==> src/rtl/ila_pattern_player.sv <==
// ila_pattern_player: software-loaded stimulus buffer.
// Software writes up to DEPTH 64-bit samples as pairs of 32-bit words, sets LEN
// (and optionally LOOP), then issues START. The samples are replayed on a
// valid/ready stream, and trigger_out pulses with the first beat so that a
// capture block can be armed on the very same run.
module ila_pattern_player #(
    parameter int DATA_WIDTH = 64,
    parameter int DEPTH      = 16,
    parameter int CNT_WIDTH  = 16
) (
    input  logic                  clk,
    input  logic                  rst,
    input  logic                  cfg_wr_en,
    input  logic [5:0]            cfg_addr,
    input  logic [31:0]           cfg_wdata,
    output logic [DATA_WIDTH-1:0] data_out,
    output logic                  data_valid,
    input  logic                  data_ready,
    output logic                  trigger_out,
    output logic                  busy,
    output logic                  done,
    output logic                  write_err,
    output logic [CNT_WIDTH-1:0]  beat_cnt
);

    localparam int IDX_W = (DEPTH > 1) ? $clog2(DEPTH) : 1;
    localparam int LEN_W = 5;
    localparam logic [5:0]       ADDR_LEN  = 6'h20;
    localparam logic [5:0]       ADDR_CTRL = 6'h21;
    localparam logic [5:0]       MEM_WORDS = 6'(2 * DEPTH);
    localparam logic [LEN_W-1:0] LEN_MAX   = LEN_W'(DEPTH);

    typedef enum logic [1:0] {
        ST_IDLE = 2'd0,
        ST_PLAY = 2'd1,
        ST_DONE = 2'd2
    } state_e;

    state_e                state_q, state_d;
    logic [DATA_WIDTH-1:0] mem_q [DEPTH];
    logic [DATA_WIDTH-1:0] mem_d [DEPTH];
    logic [LEN_W-1:0]      len_q, len_d;
    logic                  loop_q, loop_d;
    logic [IDX_W-1:0]      idx_q, idx_d;
    logic [DATA_WIDTH-1:0] data_out_q, data_out_d;
    logic                  data_valid_q, data_valid_d;
    logic                  trigger_q, trigger_d;
    logic                  busy_q, busy_d;
    logic                  done_q, done_d;
    logic                  write_err_q, write_err_d;
    logic [CNT_WIDTH-1:0]  beat_cnt_q, beat_cnt_d;

    logic                  wr_mem_s;
    logic                  wr_len_s;
    logic                  wr_ctrl_s;
    logic                  start_s;
    logic                  abort_s;
    logic [IDX_W-1:0]      mem_idx_s;
    logic [LEN_W-1:0]      len_clamp_s;
    logic                  last_s;
    logic                  xfer_s;

    // Decode the config write into mem / LEN / CTRL strobes and the clamped LEN value.
    always_comb begin
        wr_mem_s    = cfg_wr_en && (cfg_addr < MEM_WORDS);
        wr_len_s    = cfg_wr_en && (cfg_addr == ADDR_LEN);
        wr_ctrl_s   = cfg_wr_en && (cfg_addr == ADDR_CTRL);
        start_s     = wr_ctrl_s && cfg_wdata[0];
        abort_s     = wr_ctrl_s && cfg_wdata[2];
        mem_idx_s   = IDX_W'(cfg_addr >> 1);
        if (cfg_wdata[LEN_W-1:0] > LEN_MAX) begin
            len_clamp_s = LEN_MAX;
        end else begin
            len_clamp_s = cfg_wdata[LEN_W-1:0];
        end
        last_s      = (LEN_W'(idx_q) == (len_q - 5'd1));
        xfer_s      = data_valid_q && data_ready;
    end

    // Next-state logic: config writes, run start/abort and stream sequencing.
    always_comb begin
        state_d      = state_q;
        mem_d        = mem_q;
        len_d        = len_q;
        loop_d       = loop_q;
        idx_d        = idx_q;
        data_out_d   = data_out_q;
        data_valid_d = data_valid_q;
        trigger_d    = 1'b0;
        done_d       = done_q;
        write_err_d  = write_err_q;
        beat_cnt_d   = beat_cnt_q;

        // LOOP is stored on every CTRL write, even mid-run; it is consulted at the wrap.
        if (wr_ctrl_s) begin
            loop_d = cfg_wdata[1];
        end else begin
            loop_d = loop_q;
        end

        if (abort_s) begin
            // ABORT wins over a START carried in the same write.
            state_d      = ST_IDLE;
            data_valid_d = 1'b0;
            done_d       = 1'b0;
        end else if (state_q == ST_PLAY) begin
            // Sample memory and LEN are frozen for the run; touching them is an error.
            if (wr_mem_s || wr_len_s || start_s) begin
                write_err_d = 1'b1;
            end else begin
                write_err_d = write_err_q;
            end
            if (xfer_s) begin
                beat_cnt_d = beat_cnt_q + CNT_WIDTH'(1);
                if (!last_s) begin
                    idx_d      = idx_q + IDX_W'(1);
                    data_out_d = mem_q[idx_q + IDX_W'(1)];
                end else if (loop_q) begin
                    idx_d      = '0;
                    data_out_d = mem_q[0];
                end else begin
                    state_d      = ST_DONE;
                    data_valid_d = 1'b0;
                    done_d       = 1'b1;
                end
            end else begin
                // Stalled: hold the presented sample until it is accepted.
                data_out_d = data_out_q;
            end
        end else begin
            // IDLE and DONE accept configuration and START alike.
            if (wr_mem_s) begin
                if (cfg_addr[0]) begin
                    mem_d[mem_idx_s][31:0] = cfg_wdata;
                end else begin
                    mem_d[mem_idx_s][DATA_WIDTH-1 -: 32] = cfg_wdata;
                end
            end else begin
                mem_d = mem_q;
            end
            if (wr_len_s) begin
                len_d = len_clamp_s;
            end else begin
                len_d = len_q;
            end
            // A START with LEN == 0 leaves state and flags untouched.
            if (start_s && (len_q != 5'd0)) begin
                state_d      = ST_PLAY;
                idx_d        = '0;
                data_out_d   = mem_q[0];
                data_valid_d = 1'b1;
                trigger_d    = 1'b1;
                done_d       = 1'b0;
                write_err_d  = 1'b0;
                beat_cnt_d   = '0;
            end else begin
                state_d = state_q;
            end
        end

        busy_d = (state_d == ST_PLAY);
    end

    // State and output registers with synchronous reset; reset aborts any run.
    always_ff @(posedge clk) begin
        if (rst) begin
            state_q      <= ST_IDLE;
            for (int i = 0; i < DEPTH; i++) begin
                mem_q[i] <= '0;
            end
            len_q        <= LEN_MAX;
            loop_q       <= 1'b0;
            idx_q        <= '0;
            data_out_q   <= '0;
            data_valid_q <= 1'b0;
            trigger_q    <= 1'b0;
            busy_q       <= 1'b0;
            done_q       <= 1'b0;
            write_err_q  <= 1'b0;
            beat_cnt_q   <= '0;
        end else begin
            state_q      <= state_d;
            for (int i = 0; i < DEPTH; i++) begin
                mem_q[i] <= mem_d[i];
            end
            len_q        <= len_d;
            loop_q       <= loop_d;
            idx_q        <= idx_d;
            data_out_q   <= data_out_d;
            data_valid_q <= data_valid_d;
            trigger_q    <= trigger_d;
            busy_q       <= busy_d;
            done_q       <= done_d;
            write_err_q  <= write_err_d;
            beat_cnt_q   <= beat_cnt_d;
        end
    end

    assign data_out    = data_out_q;
    assign data_valid  = data_valid_q;
    assign trigger_out = trigger_q;
    assign busy        = busy_q;
    assign done        = done_q;
    assign write_err   = write_err_q;
    assign beat_cnt    = beat_cnt_q;

endmodule

==> config.mk <==
export PLATFORM = sky130hd
export DESIGN_NAME = ila_pattern_player
export DESIGN_NICKNAME = d
export VERILOG_FILES = /design/src/rtl/ila_pattern_player.sv
export SDC_FILE = /design/constraint.sdc
export NUM_CORES = 2
export LEC_CHECK = 0
export BUFFER_PORTS_ARGS = -buffer_cell sky130_fd_sc_hd__buf_4
export CORE_ASPECT_RATIO = 1.25
export CORE_UTILIZATION = 60
export DETAILED_ROUTE_END_ITERATION = 12
export HOLD_SLACK_MARGIN = 0.02
export MAX_ROUTING_LAYER = met4
export PLACE_DENSITY_LB_ADDON = 0.1
export SLEW_MARGIN = 20
export SYNTH_ARGS = -nofsm -noshare
export SYNTH_HDL_FRONTEND = slang
export SYNTH_SLANG_ARGS = --single-unit
==> constraint.sdc <==
create_clock -name clk -period 4.7 [get_ports clk]
set_clock_uncertainty 0.1 [all_clocks]
set_input_delay 0.235 -clock clk [delete_from_list [all_inputs] [get_ports clk]]
set_output_delay 0.235 -clock clk [all_outputs]
set_load 0.02 [all_outputs]
# Word-level counts from Yosys, hierarchy flattened
# Cells that the tools add are included.
dict set report totals {
  regBits 1121
  inputBits 42
  word_cells 112
}
dict set report op_classes {
  n_addsub 3
  n_lt_le_gt_ge 5
  n_eq_ne 10
  muxes 43
  bitwise 4
  n_reduce_logical 20
}
# operator count
set op_table {}
lappend op_table {{$bwmux 1024} 2}
lappend op_table {{$mux 1024} 1}
lappend op_table {{$demux 64 s4} 2}
lappend op_table {{$mux 64} 8}
lappend op_table {{$bmux 64 s4} 1}
lappend op_table {{$mux 16} 3}
lappend op_table {{$mux 32} 1}
lappend op_table {{$mux 4} 5}
lappend op_table {{$add 16x1->16 const B} 1}
lappend op_table {{$mux 1} 13}
lappend op_table {{$eq 6x6->1 const B} 2}
lappend op_table {{$mux 2} 6}
lappend op_table {{$reduce_and 3->1} 4}
lappend op_table {{$ge 5x5->1 const B} 2}
lappend op_table {{$not 4->5} 2}
lappend op_table {{$logic_and 1x1->1} 8}
lappend op_table {{$reduce_and 4->1} 2}
lappend op_table {{$lt 6x6->1 const B} 1}
lappend op_table {{$ne 2x2->1 const B} 3}
lappend op_table {{$eq 4x5->1} 1}
lappend op_table {{$gt 5x5->1 const B} 1}
lappend op_table {{$lt 5x1->1 const B} 1}
lappend op_table {{$mux 5} 1}
lappend op_table {{$reduce_bool 5->1} 1}
lappend op_table {{10 further kinds} 13}

# Logic depth before layout (Yosys ltp)
dict set report logic_depth {
  depth_word 8
  depth_mapped 10
  ltp_nobuf 7
}

# Worst setup path before layout
# Ideal clock, no wire load.
dict set report synth_timing {
  kind {reg-to-reg}
  start {register len_q[0]}
  end {register beat_cnt_q[13], in the netlist beat_cnt[13]}
  arrival_ns 2.040
  slack_ns 2.488
  stages_incl_launch_ff 10
  path_buffers 2
  synth_period_minus_slack_ns 2.212
  cell_sequence {dfxtp_1 inv_1 ha_1 nor4b_1 o31ai_1 nand3_2 buf_6 buf_6 nor4_1 mux2i_1}
}
dict set report synth_via {
  elab_chain_cells 4
}
# element line
set synth_lines {}
lappend synth_lines {{start: declaration} 42} ;# logic [LEN_W-1:0] len_q, len_d;
lappend synth_lines {{start signal: assignment} 186} ;# len_q <= len_d;
lappend synth_lines {{$reduce_bool 5->1} 147} ;# if (start_s && (len_q != 5'd0)) begin
lappend synth_lines {{$logic_and 1x1->1} 147}
lappend synth_lines {{$reduce_bool 2->1 (no line)} -}
lappend synth_lines {{$reduce_and 3->1 (no line)} -}
lappend synth_lines {{end signal: assignment} 195} ;# beat_cnt_q <= beat_cnt_d;
lappend synth_lines {{end: declaration} 51} ;# logic [CNT_WIDTH-1:0] beat_cnt_q, beat_cnt_d;
# No other way between the ends.
# A chain may end at the register's enable or synchronous reset.

# Final worst setup path
dict set report layout_timing {
  start {register len_q[0]}
  end {register data_out_q[14], in the netlist data_out[14]}
}
dict set report layout_via {
  elab_chain_cells 5
}
# element line
set layout_lines {}
lappend layout_lines {{$sub 5x1->5} 76} ;# last_s = (LEN_W'(idx_q) == (len_q - 5'd1));
lappend layout_lines {{$eq 4x5->1} 76}
lappend layout_lines {{$mux 64} 115} ;# if (!last_s) begin
lappend layout_lines {{$mux 64} 113} ;# if (xfer_s) begin
lappend layout_lines {{$mux 64} 106} ;# end else if (state_q == ST_PLAY) begin
lappend layout_lines {{end signal: assignment} 189} ;# data_out_q <= data_out_d;
lappend layout_lines {{end: declaration} 45} ;# logic [DATA_WIDTH-1:0] data_out_q, data_out_d;
# Several ways; a longest one is shown, not always the timed one. The select of a mux whose other input is x is not followed.

==> metrics <==
outcome finished clean; EDFF count, synth 0; total clock sinks approximately 1100; cell area after synthesis between 0.04 and 0.05 mm²; vias in the first global route ~39000; grt total ovfl 0; largest area contributor in the netlist dfxtp_1; Slew Viols, Final 0; H-Tree Depth 3; main flop type after synthesis dfxtp_1; Initial Utilization about three fifths; area post-placement around 0.049 mm²; Clock Latency Late Sink approximately 0.70 ns; Worst-path clk slew 0.06 ns; largest net degree at the start of global routing between 200 and 250; Final HPWL DP 85.3 mm; first-pass GRT wire length about 240 mm; WP data arrival 3.78 ns; Peak VDD IR between 200 and 300 µV; design area 0.0535 mm²; Rows approximately 120; DRT Wirelength around 160 mm; Worst setup EP type register; Die H approximately 320 µm; Peak Freq 0.304 GHz; CP required between 5 and 6 ns; CTS hold repair buffers 36; CP Max Fanout 51; Ports 127; hold crit path type in2reg; syn_area_per_cell around 8.5 µm²; Iteration-0 DRC Markers roughly 5400; GPL Wtd Cong a little under 0.9; Seq cells post-synth about 1100; Final nets around 5600; PwrDens approximately 360 mW/mm²; post-CTS resize count 0; Seq/Total Area, Yosys 46.3%; min cycle time layout around 3.3 ns; CTS tree done; total track usage 38.9%; number of max-cap violations 0; CTS Buf Count around 110; 1st-pass router iterations 6; RSZ-0062 raised after global routing false; drt drc 0; initial antenna violation count 3; die extent in x ~260 µm; WL/cell 23.7 µm; Core Util, Final approximately two thirds; Port-buffer cells roughly 130; DR vias between 40000 and 50000; Setup Buffers After CTS 0; synth unique cells 57; final setup vio count 0; startpoint types register; CTS max path bufs 3; share of the synthesized area in the top cell type approximately 46%; CTS Root Buffer Type clkbuf_16; DRT antenna net count 0; Async SR Flop Fraction 0%; fin crit share approximately 70%; core area ~0.08 mm²; top cells by area, synth dfxtp_1 (46%), nand2_1 (16%), mux4_2 (12%), a21oi_1 (11%), mux2i_1 (4.1%); Sum Neg Setup Slack 0 ns; die area between 0.08 and 0.09 mm²; Cells after Synth 5725; syn nets 5770; critical path class reg2reg; slew at the pin closest to its max-slew limit 1.12 ns; P&R area growth vs syn 10.2%; Lkg Pwr around 18 nW; layout cell share with drive strength beyond 1 about an eighth; Synth Warn # 0; Via density about 6.2; worst rel slew slack between 20% and 30%; Final Hold Fails 0
-- cell usage after synthesis (2+ instances only) --
master and n:
nor2_2 9, and3_1 3, nand3b_1 2, mux4_2 256
nor2b_1 6, nand4_1 8, xnor2_1 5, buf_1 14
clkbuf_1 424, nor3b_1 2, nor3_1 3, mux2i_1 201
or2_2 8, or4_1 9, a21oi_2 28, or4_4 2
xor2_1 3, nand2b_1 12, a21oi_1 1079, a311oi_1 64
o31ai_1 7, nor4_1 9, o21ai_0 72, dfxtp_1 1121
ha_1 3, nand2_1 2085, buf_2 99, or3_1 7
inv_1 10, a31oi_1 2, nand3_1 78, nor2_1 41
o21ai_1 5, buf_4 16, buf_6 8, and4_1 2
or3b_1 2
-- final cells by class --
type,count,area (µm²)
Antenna cell,3,7.51
Clock buffer,161,3230
Clock inverter,36,469
Fill cell,6543,26500
Inverter,10,37.5
Multi-Input combinational cell,4032,23800
Sequential cell,1121,22400
Tap cell,1062,1330
Timing Repair Buffer,245,2110
-- metal layers --
| metal | up-vias | share of wire (%) | GRT usage, % |
|---|---|---|---|
| met3 | 336 | 11 | 7.38 |
| met2 | 2108 | 46 | 60.2 |
| met5 | - | 0 | - |
| met1 | 20200 | 40 | 51.3 |
| met4 | 0 | 3.2 | 13.2 |
| li1 | 19000 | - | - |
-- kinds of logic (layout without fill, tap and decap cells) --
group                    count (synthesis)  in the layout  synth area share (%)
flip-flops                            1121           1121                  46.3
AO/OA/AOI/OAI                         1267           1267                  13.9
XOR/XNOR                                 8              8                 0.144
buffers and inverters                  572            452                  4.93
other                                    0              3                     0
adder cells (fa/ha/maj)                  3              3                0.0774
multiplexers                           457            457                  16.0
AND/OR/NAND/NOR                       2297           2297                  18.6
-- sequential cells by signal, indices dropped and copies added, names as in the netlist, 2 cells and up --
name	flops
beat_cnt	16
idx_q	4
state_q	2
len_q	5
mem_q	1024
data_out	64
-- placed cells by master (no fill, tap or decap), types with 10 or more instances in the layout --
cell type and n:
nand2_1 2077, dfxtp_1 1120, a21oi_1 1079, mux4_2 256, mux2i_1 201, buf_4 194, clkbuf_16 110, nand3_1 78
o21ai_0 72, a311oi_1 64, dlygate4sd3_1 36, nor2_2 32, clkbuf_8 29, a21oi_2 28, clkbuf_1 22, nor2_1 17
clkinv_2 17, buf_12 14, nand2b_1 11, inv_1 10, bufinv_16 10
-- worst paths after layout --
check	startpoint	endpoint	slack (ns)	cells past startpoint
worst max-delay path	len_q[0]$_SDFFE_PP0P_	data_out[14]$_SDFFE_PP0P_	1.41	8
worst min-delay path	data_ready	data_valid$_SDFFE_PP0P_	0.05	4
worst max register to register	len_q[0]$_SDFFE_PP0P_	data_out[14]$_SDFFE_PP0P_	1.41	8
worst min register to register	mem_q[261]$_SDFFE_PP0P_	mem_q[261]$_SDFFE_PP0P_	0.35	2
-- metrics by stage --
step           cells  setup slack [ns]  total power, W  hold WS (ns)
3_3_place_gp    6434              1.57          0.0103         0.338
4_1_cts         6667              1.51          0.0193        0.0225
6_report        6670              1.41          0.0193        0.0507
5_1_grt         6670              1.24          0.0198         0.101
2_1_floorplan   5725              2.49          0.0101         0.271
3_5_place_dp    6434              1.50          0.0103         0.343
-- report_power, final --
group          switching (W)  total (W)  internal [W]
logic               0.000504   0.000625      0.000121
clock network        0.00380    0.00909       0.00529
registers          0.0000206    0.00956       0.00954
-- worst max-delay path: stages, from the launching register on --
cell and delay [ns]:
dfxtp_1 0.34, inv_1 0.07, ha_1 0.23, or3b_1 0.40, o22ai_2 0.36, o211a_2 0.51, buf_4 0.66, o21ai_0 0.19
a311oi_1 0.32
No activity file was read; power rests on OpenSTA's default activity.
